File: src/rtl/serial_byte_receiver.sv
// serial_byte_receiver
//   Rebuilds WIDTH-bit words from an LSB-first serial stream, such as the one a
//   universal shift register emits in right-shift mode. Each completed word is
//   held in ParallelOutput. A ready/acknowledge handshake tells the host when a
//   word is waiting, and sticky flags report overruns and framing errors.
//
//   Handshake (host side): ByteReady=1 means ParallelOutput holds an unread
//   word. The host pulses ReadAck=1 for one cycle to consume it, and ByteReady
//   clears on that edge. If a new word completes on the same edge as ReadAck,
//   ByteReady stays high for the new word. ReadAck has no effect while
//   ByteReady=0.
//
// Ports
//   clk            rising-edge clock
//   clr            asynchronous reset, active-low
//   SerialInput    serial data bit, LSB first
//   ShiftValid     SerialInput carries a valid bit this cycle
//   FrameStart     with ShiftValid: this bit is bit 0 of a new word
//   ReadAck        host consumed ParallelOutput
//   ClearErrors    synchronous clear of Overrun / FrameError
//   ParallelOutput last completed word
//   ByteReady      unread word present
//   Busy           word reception in progress (FSM is in SHIFT)
//   BitCount       bits received so far in the current word
//   Overrun        sticky: a word completed while the previous one was unread
//   FrameError     sticky: FrameStart arrived mid-word
//
// Parameters: WIDTH in 2..16, CW with 2**CW > WIDTH.

module serial_byte_receiver #(
  parameter int WIDTH = 8,
  parameter int CW    = 4
) (
  input  logic             clk,
  input  logic             clr,
  input  logic             SerialInput,
  input  logic             ShiftValid,
  input  logic             FrameStart,
  input  logic             ReadAck,
  input  logic             ClearErrors,
  output logic [WIDTH-1:0] ParallelOutput,
  output logic             ByteReady,
  output logic             Busy,
  output logic [CW-1:0]    BitCount,
  output logic             Overrun,
  output logic             FrameError
);

  typedef enum logic {
    IDLE  = 1'b0,
    SHIFT = 1'b1
  } state_t;

  state_t           r_state,   w_state_nxt;
  logic [WIDTH-1:0] r_sreg,    w_sreg_nxt;
  logic [WIDTH-1:0] r_pout,    w_pout_nxt;
  logic [CW-1:0]    r_count,   w_count_nxt;
  logic             r_ready,   w_ready_nxt;
  logic             r_overrun, w_overrun_nxt;
  logic             r_ferr,    w_ferr_nxt;

  logic [WIDTH-1:0] w_shifted;
  logic             w_last;
  logic             w_complete;
  logic             w_ferr_evt;

  // New bits enter at the top, so the first bit of a word ends up in bit 0.
  assign w_shifted = {SerialInput, r_sreg[WIDTH-1:1]};
  assign w_last    = (r_count == CW'(WIDTH - 1));

  always_comb begin
    w_state_nxt   = r_state;
    w_sreg_nxt    = r_sreg;
    w_pout_nxt    = r_pout;
    w_count_nxt   = r_count;
    w_ready_nxt   = r_ready;
    w_overrun_nxt = r_overrun;
    w_ferr_nxt    = r_ferr;
    w_complete    = 1'b0;
    w_ferr_evt    = 1'b0;

    case (r_state)
      IDLE: begin
        // Bits without FrameStart are ignored here: the receiver waits to
        // lock onto a word boundary.
        if (ShiftValid && FrameStart) begin
          w_sreg_nxt  = w_shifted;
          w_count_nxt = CW'(1);
          w_state_nxt = SHIFT;
        end
      end
      SHIFT: begin
        if (ShiftValid) begin
          w_sreg_nxt = w_shifted;
          if (FrameStart) begin
            // Resynchronise on the new word. The stale partial bits are
            // shifted out before this word can complete.
            w_ferr_evt  = 1'b1;
            w_count_nxt = CW'(1);
          end else if (w_last) begin
            w_complete  = 1'b1;
            w_pout_nxt  = w_shifted;
            w_count_nxt = '0;
            w_state_nxt = IDLE;
          end else begin
            w_count_nxt = r_count + CW'(1);
          end
        end
      end
      default: w_state_nxt = IDLE;
    endcase

    // Completion takes priority over ReadAck, so a word that lands on the
    // acknowledge edge stays flagged as ready.
    if (w_complete)   w_ready_nxt = 1'b1;
    else if (ReadAck) w_ready_nxt = 1'b0;

    // Clear first, then set: an error on the clearing edge still sticks.
    if (ClearErrors) begin
      w_overrun_nxt = 1'b0;
      w_ferr_nxt    = 1'b0;
    end
    if (w_complete && r_ready && !ReadAck) w_overrun_nxt = 1'b1;
    if (w_ferr_evt)                        w_ferr_nxt    = 1'b1;
  end

  always_ff @(posedge clk or negedge clr) begin
    if (!clr) begin
      r_state   <= IDLE;
      r_sreg    <= '0;
      r_pout    <= '0;
      r_count   <= '0;
      r_ready   <= 1'b0;
      r_overrun <= 1'b0;
      r_ferr    <= 1'b0;
    end else begin
      r_state   <= w_state_nxt;
      r_sreg    <= w_sreg_nxt;
      r_pout    <= w_pout_nxt;
      r_count   <= w_count_nxt;
      r_ready   <= w_ready_nxt;
      r_overrun <= w_overrun_nxt;
      r_ferr    <= w_ferr_nxt;
    end
  end

  assign ParallelOutput = r_pout;
  assign ByteReady      = r_ready;
  assign Busy           = (r_state == SHIFT);
  assign BitCount       = r_count;
  assign Overrun        = r_overrun;
  assign FrameError     = r_ferr;

endmodule

File: config.mk
export PLATFORM = sky130hd
export DESIGN_NAME = serial_byte_receiver
export DESIGN_NICKNAME = d
export VERILOG_FILES = /design/src/rtl/serial_byte_receiver.sv
export SDC_FILE = /design/constraint.sdc
export NUM_CORES = 1
export LEC_CHECK = 0
export BUFFER_PORTS_ARGS = -buffer_cell sky130_fd_sc_hd__buf_2
export CAP_MARGIN = 5
export CORE_UTILIZATION = 35
export CTS_BUF_LIST = sky130_fd_sc_hd__clkbuf_8
export DETAILED_ROUTE_END_ITERATION = 8
export GPL_TIMING_DRIVEN = 0
export HOLD_SLACK_MARGIN = 0.15
export PLACE_DENSITY_LB_ADDON = 0.2
export SLEW_MARGIN = 10
export SYNTH_ARGS = -nofsm -noshare
export SYNTH_HDL_FRONTEND = slang
export SYNTH_SLANG_ARGS = --single-unit
File: constraint.sdc
create_clock -name clk -period 1.7 [get_ports clk]
set_clock_uncertainty 0.05 [all_clocks]
set_input_delay 0.255 -clock clk [delete_from_list [all_inputs] [get_ports clk]]
set_output_delay 0.255 -clock clk [all_outputs]
set_load 0.01 [all_outputs]
==> results of run 1 <==
-- final cells by class --
type | count | area (um2)
well taps | 31 | 38.79
clock inverters | 1 | 5.005
clock buffers | 3 | 41.29
plain buffers | 4 | 40.04
repair buffers | 26 | 151.4
flip-flops and latches | 23 | 575.6
fillers | 256 | 1469
inverters | 4 | 15.01
multi-input cells | 37 | 397.9
-- synth_stat cells, drive strengths merged --
cell / instances
buf: 3
ha: 1
nand2: 2
o2bb2ai: 2
nand4: 1
a21o: 1
a21oi: 1
dfrtp: 23
a32o: 2
a31oi: 1
mux2i: 1
and3b: 1
a221o: 1
nor3b: 2
a22o: 1
o21ai: 2
nor3: 1
o41ai: 1
clkbuf: 1
mux2: 15
nor2b: 1
inv: 4
-- final timing paths --
check | depth (start not counted) | slack [ns] | to
setup / recovery | 5 | 0.04 | ParallelOutput[7]
hold / removal | 2 | 0.19 | ParallelOutput[7]
setup reg to reg | 5 | 0.04 | ParallelOutput[7]
hold reg to reg | 1 | 0.46 | ParallelOutput[2]
max in group asynchronous | 2 | 0.81 | Busy
min in group asynchronous | 2 | 0.44 | r_sreg[1]
-- through the flow --
stage          hold slack, ns    util  instances
2_1_floorplan        -0.09059       -         68
3_3_place_gp           0.2056  0.4197        119
3_5_place_dp           0.2094  0.4197        119
4_1_cts                0.1826  0.4458        126
5_1_grt                0.1855  0.4627        129
6_report               0.1883  0.4627        129
-- sequential cells by signal, summed over array words and instances (netlist names) --
name	flops
Busy	1
BitCount	4
ByteReady	1
r_sreg	7
Overrun	1
ParallelOutput	8
FrameError	1
-- logic make-up after synthesis --
group / after synthesis
AOI/OAI and AO/OA: 12
adders and majority gates: 1
buffers and inverters: 8
DFF: 23
muxes: 16
and+or+nand+nor: 8
-- layer usage --
| metal | GRT usage | up-vias |
|---|---|---|
| li1 | - | 306 |
| met3 | 0.05349 | 2 |
| met5 | 0 | - |
| met2 | 0.1893 | 17 |
| met1 | 0.1647 | 331 |
| met4 | 0.02143 | 0 |
-- timing repair --
action | CTS | global route
setup endpoints to repair | 8 | 8
pin swaps | 0 | 1
hold endpoints to repair | 23 | 0
gates resized for setup | 0 | 7
gates cloned | 0 | 1
setup buffers | 2 | 2
hold buffers | 1 | 0
-- power by group --
part           switching [mW]  internal [mW]  leakage (nW)  total, mW
logic                   0.144          0.208         0.324      0.351
clock network           0.176          0.164        0.0255      0.340
registers              0.0844          0.665         0.293      0.749
-- worst reg2reg max path, stage by stage, from the launching register on --
cell     delay (ns)
dfrtp_1        0.41
ha_4           0.16
and3b_2        0.21
nor3b_4        0.24
buf_6          0.18
mux2_4         0.30
==> results.md, run 1 <==
* Endpoint type of the worst setup path: flip-flop
* Post-synth top area cell: dfrtp_1
* Final setup TNS at 0 ns
* TritonCTS clock tree: yes
* Synthesized area at 1008 um2
* Antenna diodes at 0
* Post-synthesis xor/xnor area fraction at 0
* Min-delay src: SerialInput
* R2r startpoint: BitCount[0]
* Leak at between 0.6 and 0.7 nW
* Mux contribution to synthesized area at 0.2072
* Syn_nets at 76
* DRT met1 WL at 850 um
* Vias after detailed routing at 656
* Synth Warn # at 0
* Global-route wire length before repair at around 3000 um
* Simple-gate share of the synthesized area at 0.05583
* Mean Syn Cell Area at ~15 um2
* Fin crit period at around 1.7 ns
* Met2 WL at 907 um
* Number of DRC violations after detailed-routing iteration 0 at 10
* Register area share after synthesis at 0.5707
* Pwr Total at 1.441 mW
* WS Path Type: reg2reg
* Starting Density at 0.3689
* Row count at 19
* Dpl cell area at ~1100 um2
* Synth-to-Final Area Change at 25.43%
* Status: complete, no violations
* Worst EP required at ~1.8 ns
* Cells after Synth at 68
* Main combinational cell family by area after synthesis: multiplexers
* # IOs at 23
* Drt first pass iters at 4
* Achievable clock frequency at around 0.6 GHz
* Clock buffer count from CTS at 3
* Pwr dens at between 1000 and 1500 nW/um2
* Wire per inst at around 14 um
* Commonest non-fill, non-tap cell in the layout: dfrtp_1
* Pre-CTS setup slack at -0.01081 ns
* Tcrit/Tclk final at 0.9781
* Antenna viol nets, final at 0
* Top sig layer: met4
* Reg clk slew, reported paths at approximately 0.080 ns
* Crit-path max FO at 5
* Yosys top cell area share at 0.5707
* Area of the core at 2734 um2
* Overflow after GRT at 0
* Die height at approximately 56 um
* Nets at about 110
* Final hold violation count at 0
* CP Buf/Inv Count at 1
* All-Layer GR Usage at 0.1234
* Worst skew pair latency at between 0.2 and 0.3 ns
* Dominant cells by area after synthesis: dfrtp_1 57%, mux2_4 12%, mux2_2 7.8%
* Slowest-stage cell, CP: dfrtp_1
* Slew at the pin closest to its max-slew limit at a little over 0.5 ns
* Crit start category: flip-flop
* Fin. max-slew vios at 0
* Vias in the first global route at 614
* Root buffer cell: clkbuf_8
* Sink Count at 23
* Max Cap Viol at 0
* Critical path arrival at approximately 1.8 ns
* Die extent in x at roughly 56 um
* Largest net degree at the start of global routing at 24
* Die area at 3100 um2
* FF+latch count, synth at 23
* Adder-cell share of the synthesized area at 0.01241
* H-Tree Depth at 1
* Peak VDD IR at roughly 0.82 mV
* Slowest stage delay, CP at roughly 0.41 ns
* Ratio of cells with drive above 1 in the final layout at 0.5612
* Initial antenna violation count at 0
* IO Port Bufs at 20
* Slew margin rel. at 0.6567
* # setup viols final at 0
* Drt drc at 0
* Final WL at around 1900 um
* Post-route cell area at 1265 um2
* Most frequent cells in the layout: 23 x dfrtp_1, 20 x buf_2, 8 x mux2_4
* Worst-path cell chain: ha_4 -> and3b_2 -> nor3b_4 -> buf_6 -> mux2_4
* Largest delay share family, worst path: simple AND/OR/NAND/NOR gates
* Library cells used by synthesis at 28
* Hpwl dp at roughly 1200 um
* RSZ-0062 raised after global routing: yes
* Routability cong. at roughly 0.77
* CTS Buffer Depth at 2
* Hold Path Class: in2reg
* Synth Area in Compound Gates at 0.09926
* Routed wl met3 at about 94 um
* Crit path from: BitCount[0]
* Setup slack after layout at 0.03718 ns
* Routed vias/inst at about 5.1
No activity file was read; power rests on OpenSTA's default activity.
==> inputs of run 2 (changes only) <==
BUFFER_PORTS_ARGS = not set   (was -buffer_cell sky130_fd_sc_hd__buf_2)
DONT_BUFFER_PORTS = 1   (was not set)
==> results.md, run 2 (synthesis results as in run 1) <==
* Status: complete, no violations
* Die area at slightly above 3000 um2
* Endpoint type of the worst setup path: flip-flop
* Drt drc at 0
* Overflow after GRT at 0
* Routed vias/inst at around 5.2
* Tcrit/Tclk final at 0.9876
* Max reg flops at 8
* # setup viols final at 0
* Drt first pass iters at 4
* Final cell count without fillers at between 100 and 150
* Post-route cell area at 1179 um2
* Crit-path max FO at 5
* Antenna diodes at 0
* Critical path arrival at around 1.8 ns
* Largest net degree at the start of global routing at 24
* Vias in the first global route at 588
* Die extent in x at about 56 um
* Crit path from: BitCount[0]
* Root buffer cell: clkbuf_8
* # IOs at 23
* TritonCTS clock tree: yes
* Hpwl dp at ~1100 um
* Global-route wire length before repair at approximately 3000 um
* Clock buffer count from CTS at 3
* Multi-input logic area at roughly 400 um2
* Initial antenna violation count at 0
* WS Path Type: reg2reg
* Worst skew pair latency at around 0.26 ns
* Commonest non-fill, non-tap cell in the layout: dfrtp_1
* Final WL at between 1500 and 2000 um
* Most frequent cells in the layout: 21 x dfrtp_1, 8 x mux2_4, 7 x mux2_2
* Post-layout util at 0.4311
* Fin crit period at approximately 1.7 ns
* All-Layer GR Usage at 0.1256
* Slew margin rel. at 0.3221
* Row count at 19
* Reg clk slew, reported paths at about 0.080 ns
* Number of DRC violations after detailed-routing iteration 0 at 5
* Synth-to-Final Area Change at 16.87%
* Antenna viol nets, final at 0
* R2r startpoint: BitCount[0]
* Sink Count at 23
* Leak at ~0.55 nW
* Peak VDD IR at roughly 0.65 mV
* Nets at 88
* Final hold violation count at 0
* Hold Path Class: in2reg
* Routability cong. at ~0.8
* Fill cells at between 200 and 250
* Seq. cell area at 578.1 um2
* Pwr dens at about 1200 nW/um2
* RSZ-0062 raised after global routing: yes
* IO Port Bufs at 0
* H-Tree Depth at 1
* Pwr Total at 1.358 mW
* Wire per inst at 15.21 um
* Vias after detailed routing at roughly 570
* Worst EP required at ~1.8 ns
* Slew at the pin closest to its max-slew limit at roughly 1.0 ns
* Ratio of cells with drive above 1 in the final layout at 0.4430
* Achievable clock frequency at just under 0.6 GHz
* Reg2reg setup slack at 0.02 ns
* Crit start category: flip-flop
* Min-delay src: ClearErrors
* Area of the core at roughly 2700 um2
* Die height at roughly 56 um
* DP Cell Count at 99
* Fin. max-slew vios at 0
* CTS Buffer Depth at 2
* Starting Density at 0.3689
* Max Cap Viol at 0
* Dpl cell area at 1047 um2
==> run 2: metrics by stage <==
stage	hold WS, ns	setup slack (ns)	setup TNS [ns]
final	0.1515	0.02102	0
after floorplan	-0.09059	0.05411	0
after global placement	-0.08983	-0.07571	-0.5682
after detailed placement	-0.09002	-0.1089	-0.8166
after global routing	0.1526	-0.06103	-0.3129
after CTS	0.1518	0.01279	0
==> run 2: where the power goes <==
| part | total, mW | switching, mW | internal, mW |
|---|---|---|---|
| sequential | 0.794 | 0.127 | 0.667 |
| combinational | 0.230 | 0.0772 | 0.152 |
| clock | 0.335 | 0.171 | 0.163 |
==> run 2: path summary, 6_finish.rpt <==
path	endpoint	cells after the start
hold reg to reg	ParallelOutput[0]	1
max in group asynchronous	BitCount[1]	1
hold / removal	FrameError	2
setup reg to reg	ParallelOutput[7]	5
min in group asynchronous	ParallelOutput[5]	1
setup / recovery	ParallelOutput[7]	5
==> run 2: final cells by class <==
class | instances | share of cell area
Timing Repair Buffer | 7 | 0.05414
Buffer | 4 | 0.03397
Clock inverter | 1 | 0.004246
Tap cell | 31 | 0.03291
Inverter | 4 | 0.01274
Multi-Input combinational cell | 37 | 0.3365
Clock buffer | 3 | 0.03503
Sequential cell | 23 | 0.4904
==> run 2: critical path, cell delays in order (launching register included) <==
cell,delay [ns]
dfrtp_2,0.45
ha_4,0.15
and3b_1,0.18
nor3b_4,0.25
buf_6,0.18
mux2_4,0.30
==> run 2: repair_timing <==
item | in CTS | in global routing
resized for setup | 7 | 0
cloned | 1 | 0
setup endpoints to repair | 8 | 8
setup buffers | 2 | 1
hold endpoints to repair | 26 | 0
pin swaps | 1 | 0
hold buffers | 3 | 0
==> run 2: metal layers <==
| layer | GRT usage | vias to the layer above | wire length [um] |
|---|---|---|---|
| li1 | - | 270 | - |
| met1 | 0.1527 | 284 | 742 |
| met2 | 0.1997 | 16 | 815 |
| met3 | 0.05349 | 2 | 102 |
| met4 | 0.04286 | 0 | 13 |
| met5 | 0 | - | 0 |
